===== src/rtl/fpmul_collect.sv =====
// fpmul_collect: result collector for a fixed-latency fp16 multiplier.
//
// The issuer presents operand pairs to the multiplier; this block tracks each
// accepted pair with a tag travelling down a LAT-deep delay line, captures the
// multiplier outputs when the tag emerges, and queues them in a DEPTH-entry
// FIFO. Credits (in-flight tags plus queued entries) gate in_ready, so a
// result always has a slot.
//
// Ports:
//   CLK, RST       clock (posedge) and asynchronous active-low reset
//   in_valid       issuer presents an operand pair this cycle
//   in_ready       a FIFO slot is guaranteed for a pair issued this cycle
//   mul_out        fp16 product from the multiplier (sampled only at tap)
//   mul_ovf        multiplier overflow flag (sampled only at tap)
//   mul_sub        multiplier zero/subnormal flag (sampled only at tap)
//   o_valid        FIFO head valid
//   o_ready        consumer accepts the head
//   o_data         {ovf, sub, product[15:0]} at the FIFO head
//   ovf_cnt        saturating count of queued results with ovf set
//   sub_cnt        saturating count of queued results with sub set
//   err            sticky: a result arrived with the FIFO full and was lost
module fpmul_collect #(
  parameter int LAT   = 15,
  parameter int DEPTH = 8
) (
  input  logic        CLK,
  input  logic        RST,
  input  logic        in_valid,
  output logic        in_ready,
  input  logic [15:0] mul_out,
  input  logic        mul_ovf,
  input  logic        mul_sub,
  output logic        o_valid,
  input  logic        o_ready,
  output logic [17:0] o_data,
  output logic [7:0]  ovf_cnt,
  output logic [7:0]  sub_cnt,
  output logic        err
);

  localparam int AW = $clog2(DEPTH);
  localparam int CW = $clog2(DEPTH + 1);
  localparam int IW = $clog2(LAT + 1);
  localparam int SW = ((IW > CW) ? IW : CW) + 1;

  logic [LAT-1:0] tags;
  logic [IW-1:0]  inflight;
  logic [CW-1:0]  count;
  logic [AW-1:0]  wr_ptr;
  logic [AW-1:0]  rd_ptr;
  logic [17:0]    mem [DEPTH];

  logic          tap;
  logic          accept;
  logic          pop;
  logic          full;
  logic          push_ok;
  logic [SW-1:0] occupancy;

  assign tap       = tags[LAT-1];
  assign full      = (count == CW'(DEPTH));
  assign occupancy = SW'(inflight) + SW'(count);
  assign in_ready  = (occupancy < SW'(DEPTH));
  assign accept    = in_valid & in_ready;
  assign o_valid   = (count != '0);
  assign pop       = o_valid & o_ready;
  // A slot freed by a same-cycle pop is reusable, so a full FIFO still
  // accepts a result when the head leaves in the same cycle.
  assign push_ok   = tap & (~full | pop);
  // Gate the head with o_valid so o_data reads zero when empty without the
  // storage array itself needing a reset.
  assign o_data    = o_valid ? mem[rd_ptr] : '0;

  // NOTE: sequential state uses non-blocking assignments so every register
  // samples the pre-edge values, independent of statement order.
  always_ff @(posedge CLK or negedge RST) begin
    if (!RST) begin
      tags     <= '0;
      inflight <= '0;
    end else begin
      tags     <= (tags << 1) | LAT'(accept);
      inflight <= inflight + IW'(accept) - IW'(tap);
    end
  end

  always_ff @(posedge CLK or negedge RST) begin
    if (!RST) begin
      wr_ptr <= '0;
      rd_ptr <= '0;
      count  <= '0;
    end else begin
      if (push_ok) wr_ptr <= wr_ptr + AW'(1);
      if (pop)     rd_ptr <= rd_ptr + AW'(1);
      case ({push_ok, pop})
        2'b10:   count <= count + CW'(1);
        2'b01:   count <= count - CW'(1);
        default: count <= count;
      endcase
    end
  end

  // NOTE: the storage array has no reset; stale contents are never visible
  // because o_data is masked while the FIFO is empty.
  always_ff @(posedge CLK) begin
    if (push_ok) mem[wr_ptr] <= {mul_ovf, mul_sub, mul_out};
  end

  always_ff @(posedge CLK or negedge RST) begin
    if (!RST) begin
      ovf_cnt <= '0;
      sub_cnt <= '0;
      err     <= 1'b0;
    end else begin
      if (push_ok && mul_ovf && (ovf_cnt != 8'hFF)) ovf_cnt <= ovf_cnt + 8'd1;
      if (push_ok && mul_sub && (sub_cnt != 8'hFF)) sub_cnt <= sub_cnt + 8'd1;
      if (tap && full && !pop)                      err     <= 1'b1;
    end
  end

endmodule


===== config.mk =====
export PLATFORM = sky130hd
export DESIGN_NAME = fpmul_collect
export DESIGN_NICKNAME = d
export VERILOG_FILES = /design/src/rtl/fpmul_collect.sv
export SDC_FILE = /design/constraint.sdc
export NUM_CORES = 1
export LEC_CHECK = 0
export CAP_MARGIN = 20
export CORE_UTILIZATION = 40
export DETAILED_ROUTE_END_ITERATION = 7
export PLACE_DENSITY_LB_ADDON = 0.25
export SKIP_CTS_REPAIR_TIMING = 1
export SLEW_MARGIN = 20
export SYNTH_ARGS = -nofsm -noshare
export SYNTH_HDL_FRONTEND = slang
export SYNTH_SLANG_ARGS = --single-unit

===== constraint.sdc =====
create_clock -name CLK -period 6.4 [get_ports CLK]
set_input_delay 1.92 -clock CLK [delete_from_list [all_inputs] [get_ports CLK]]
set_output_delay 1.92 -clock CLK [all_outputs]
set_load 0.005 [all_outputs]

==> results of run 1 <==
[worst paths after layout]
check | slack [ns] | end | startpoint | cells after the start
worst min-delay path | 0.35 | tags[3] | tags[2] | 0
max in group asynchronous | 4.48 | rd_ptr[0] | RST | 1
worst max-delay path | 1.56 | o_data[11] | rd_ptr[0] | 5
min in group asynchronous | 1.49 | sub_cnt[6] | RST | 1
worst min register to register | 0.35 | tags[3] | tags[2] | 0
worst max register to register | 3.29 | count[3] | count[0] | 10
[Yosys cell counts]
master	count	area share, %
mux2_1	2	0.30
nand2_2	1	0.082
nor2_1	22	1.1
nand3b_1	1	0.099
mux4_2	36	11
fa_1	2	0.53
a21oi_1	2	0.13
nand2_1	13	0.64
dfrtp_1	46	15
a2111oi_1	1	0.13
buf_1	3	0.15
mux2i_1	19	2.5
o21a_4	1	0.20
nand4b_1	1	0.12
inv_1	11	0.54
nand3_1	6	0.40
a21o_1	2	0.20
clkbuf_1	4	0.20
edfxtp_1	144	57
a31o_2	1	0.12
buf_6	1	0.15
ha_1	14	2.3
o311ai_0	1	0.12
nand4_1	5	0.41
inv_2	2	0.099
buf_2	2	0.13
xor2_1	12	1.4
nor4_1	5	0.41
nor4b_1	3	0.35
inv_4	1	0.082
nor3_1	11	0.72
o211ai_4	1	0.28
or3_1	1	0.082
clkbuf_2	1	0.066
o21ai_0	3	0.20
mux2_4	4	0.79
buf_4	3	0.30
nor3b_1	3	0.30
or3_4	1	0.15
nor2_4	1	0.15
nor2_2	1	0.082
xnor2_1	8	0.92
nand2b_1	4	0.33
[state kept, by name, indices dropped and copies added (netlist names)]
register,flops
wr_ptr,3
count,4
tags,15
inflight,4
sub_cnt,8
err,1
mem,144
rd_ptr,3
ovf_cnt,8
[power by group through the flow]
stage / clock, mW / combinational, mW / sequential (mW)
3_3_place_gp: 0 / 1.20 / 1.65
5_1_grt: 1.03 / 1.33 / 1.66
6_report: 0.959 / 1.20 / 1.63
2_1_floorplan: 0 / 0.803 / 1.58
3_5_place_dp: 0 / 1.23 / 1.66
4_1_cts: 0.982 / 1.23 / 1.64
[per-stage QoR]
step	hold WS, ns	power [mW]
floorplan	0.3312	2.384
global placement	0.3325	2.855
CTS	0.3493	3.850
finish	0.3463	3.794
global route	0.3570	4.017
detailed placement	0.3347	2.886
[kinds of logic (layout without fill, tap and decap cells)]
group | after synthesis | in the layout
AOI/OAI and AO/OA | 12 | 12
xor gates and xnor gates | 20 | 20
muxes | 61 | 61
DFF | 190 | 190
buffers and inverters | 28 | 115
and+or+nand+nor | 79 | 79
adders and majority gates | 16 | 16
[layer usage]
layer | vias to the layer above | track usage, % | routed length [µm]
met5 | - | 0 | 0
met4 | 0 | 5.842 | 154
met3 | 15 | 3.407 | 514
met2 | 77 | 25.26 | 6911
met1 | 1933 | 20.42 | 6451
li1 | 1723 | - | -
[final cells by class]
class,count,area (µm²)
Clock buffer,27,503.0
Clock inverter,5,32.53
Fill cell,1568,9595
Inverter,14,55.05
Multi-Input combinational cell,188,2027
Sequential cell,190,5477
Tap cell,234,292.8
Timing Repair Buffer,69,660.6
==> run metrics, run 1 <==
layout cells sized above 1=between 15 and 20%; synth-to-layout area growth=19.15%; # rows=50; cells after synthesis=roughly 410; DP Cell Count=695; post-route DRC violation count=0; total wire length=about 14 mm; initial antenna violation count=0; CP Max Fanout=24; num ports=59; CP max stage cell=dfrtp_2; Final Cycle Share=around three quarters; Synth Area in Compound Gates=under 10%; GRT overflow=0; largest net degree at the start of global routing=47; unrepaired setup endpoints after global routing=false; post-synth net total=between 400 and 500; crit path capture type=primary output; critical path type=reg -> out; Avg WL per Cell=a little under 20 µm; Clock Power Share=between 20 and 30%; antenna viol nets, final=0; Total GRT Usage=around 16%; vias in the first global route=about 3900; CTS Buf Count=17; via count=approximately 3700; GP Congestion=roughly 0.75; Synth cell types=43; commonest non-fill, non-tap cells in the layout=edfxtp_1 (144), clkdlybuf4s50_1 (57), dfrtp_1 (45); Int Pwr=approximately 2.7 mW; Critical Path Start Type=register; cell area power density=between 400 and 500 nW/µm²; Reg power frac=a little over two fifths; width of the die=139.8 µm; Root Buffer=clkbuf_16; pre-CTS WS=1.779 ns; critical path's largest stage delay=between 0.6 and 0.7 ns; Pleak=3.252 nW; Max-cap violations=0; design area=9047 µm²; combinational share of power=a little under a third; PortBufs=slightly below 60; Synth Cell Area=approximately 7600 µm²; Longest Clk Path Bufs=2; placement-stage cell area=8509 µm²; nets=about 520; largest family of logic cells by synthesized area=multiplexers; Sw Pwr=approximately 1.1 mW; Clock Skews=between 0.005 and 0.006 ns; Slew Viols, Final=0; clk sinks=between 150 and 200; core area=approximately 19000 µm²; Clock transition at path regs=0.06 ns; critical path required time=about 4.5 ns; router iterations before antenna repair=4; Arrival @ worst endpoint=2.92 ns; Simple-Gate Fraction of Synth Area=between 5 and 6%; cell family with most CP delay=buffers and inverters; Starting Density=between 40% and 50%; mux contribution to synthesized area=between 10% and 20%; setup ws final=between 1.5 and 2 ns; Final Hold Fails=0; CTS tree=yes; antenna cells=0; Die Area=around 20000 µm²; Yosys reg bits=190; H-tree depth=4; vias per cell=roughly 5.2; fin cells=around 730; status=finished clean; Syn Area/Cell=between 15 and 20 µm²; relative slew slack=between 40% and 50%; most common cell after layout, fill and taps aside=edfxtp_1; maximum vdd drop=about 230 µV; CP Cell Sequence=buf_4 -> mux4_2 -> mux2i_1 -> nor2_1 -> clkdlybuf4s50_1; Final min period=~4.8 ns; Post-Synth Adder-Cell Area=approximately 2.8%; switch share=28.83%; worst skew pair latency=approximately 0.42 ns; HP Class=reg -> reg; Initial DRC Count=between 200 and 300; Final Util=48.53%; sequential area share after synthesis=between 70% and 80%; placed wire-length estimate=between 8 and 9 mm; Worst Path Buf+Inv=2; Worst Max-Slew Pin Slew=0.8183 ns; setup_tns=0 ns; synth warn=0; Die Span Y=between 100 and 150 µm; # setup viols final=0; Post-Synth XOR/XNOR Area=2.307%; first-pass GRT wire length=approximately 22 mm; f_max=~0.21 GHz
No activity file was read; power rests on OpenSTA's default activity.
==> inputs of run 2 (changes only) <==
==> constraint.sdc (replaced) <==
create_clock -name CLK -period 4.8 [get_ports CLK]
set_input_delay 1.44 -clock CLK [delete_from_list [all_inputs] [get_ports CLK]]
set_output_delay 1.44 -clock CLK [all_outputs]
set_load 0.005 [all_outputs]
==> run metrics, run 2 (synthesis results as in run 1) <==
Worst Max-Slew Pin Slew=0.6481 ns; largest net degree at the start of global routing=between 40 and 50; hold endpoint=tags[2]; Regs by FF count=mem (144), tags (15); max FFs per register=about 140; relative slew slack=between 50% and 60%; antenna cells=0; CP Max Fanout=23; Clock Skews=roughly 0.0074 ns; filler cell count=between 1500 and 2000; Reg2Reg Depth=10; layout cells sized above 1=just under 20%; width of the die=around 140 µm; nets=519; total wire length=13.81 mm; post-route DRC violation count=0; Worst Path Buf+Inv=2; synth-to-layout area growth=20.43%; crit path capture type=primary output; Final Cycle Share=83.47%; worst r2r src=count[0]; vias per cell=slightly above 5; via count=around 3800; # rows=50; critical path required time=3.36 ns; router iterations before antenna repair=4; num ports=just under 60; clk sinks=between 150 and 200; Final Hold Fails=0; cell area power density=between 500 and 600 nW/µm²; WHS=~0.35 ns; # setup viols final=0; status=finished clean; CTS tree=yes; cell family with most CP delay=buffers and inverters; Design Power=5.274 mW; Die Area=between 15000 and 20000 µm²; CP max stage cell=mux4_2; PortBufs=between 50 and 60; Pleak=~3.3 nW; Arrival @ worst endpoint=approximately 2.6 ns; HP Class=reg -> reg; core area=18640 µm²; setup_tns=0 ns; critical path type=reg -> out; Starting Density=between 40 and 50%; GP Congestion=0.7876; Clock transition at path regs=0.06 ns; f_max=roughly 0.25 GHz; H-tree depth=4; commonest non-fill, non-tap cells in the layout=edfxtp_1 (144), clkdlybuf4s50_1 (57), dfrtp_1 (45); Root Buffer=clkbuf_16; Final min period=around 4 ns; Longest Clk Path Bufs=2; Reg with most FFs=mem; worst skew pair latency=just over 0.4 ns; design area=roughly 9100 µm²; Initial DRC Count=208; vias in the first global route=just under 4000; Max-cap violations=0; hold path depth=0; antenna viol nets, final=0; hold path startpoint=tags[1]; placement-stage cell area=8517 µm²; GRT overflow=0; Slew Viols, Final=0; initial antenna violation count=0; placed wire-length estimate=approximately 8.2 mm; Die Span Y=approximately 140 µm; Critical Path Start Type=register; unrepaired setup endpoints after global routing=false; R2R setup slack=around 1.7 ns; CP Cell Sequence=buf_4 -> mux4_2 -> mux2i_1 -> nor2_1 -> clkdlybuf4s50_1; Total GRT Usage=between 15 and 20%; maximum vdd drop=around 350 µV; first-pass GRT wire length=between 20 and 25 mm; Avg WL per Cell=approximately 19 µm; Worst R2R End=count[3]; CTS Buf Count=17; critical path's largest stage delay=0.56 ns; most common cell after layout, fill and taps aside=edfxtp_1
run 2: cell type report:
class | instances | area [µm²] | area share (%)
clock buffers | 20 | 436.7 | 4.775
repair buffers | 70 | 668.1 | 7.306
clock inverters | 11 | 188.9 | 2.066
flip-flops and latches | 190 | 5477 | 59.89
well taps | 234 | 292.8 | 3.202
inverters | 14 | 55.05 | 0.6020
multi-input cells | 188 | 2027 | 22.16
run 2: worst max-delay path by stage:
stage          startpoint          to  cells after the start
2_1_floorplan     o_ready   mem[2][0]                      5
3_3_place_gp      o_ready    count[3]                      9
3_5_place_dp      o_ready    count[3]                      9
4_1_cts         rd_ptr[0]  o_data[16]                      5
5_1_grt         rd_ptr[0]  o_data[14]                      5
6_report        rd_ptr[0]   o_data[6]                      5
run 2: where the power goes:
part / switching (mW) / internal (mW)
combinational: 0.734 / 0.915
clock: 0.567 / 0.922
sequential: 0.163 / 1.97
total: 1.46 / 3.81
run 2: metrics by stage:
step	util, %	setup WS [ns]	cells
2_1_floorplan	-	0.4008	406
3_3_place_gp	45.68	0.8629	696
3_5_place_dp	45.68	0.6969	696
4_1_cts	49.04	0.7250	727
5_1_grt	49.05	0.6563	727
6_report	49.05	0.7937	727
run 2: metal layers:
metal / global-route usage [%] / wire length [µm] / up-vias
li1: - / - / 1731
met1: 20.83 / 6246 / 1974
met2: 25.03 / 7025 / 67
met3: 3.579 / 443 / 6
met4: 4.338 / 95 / 0
met5: 0 / 0 / -
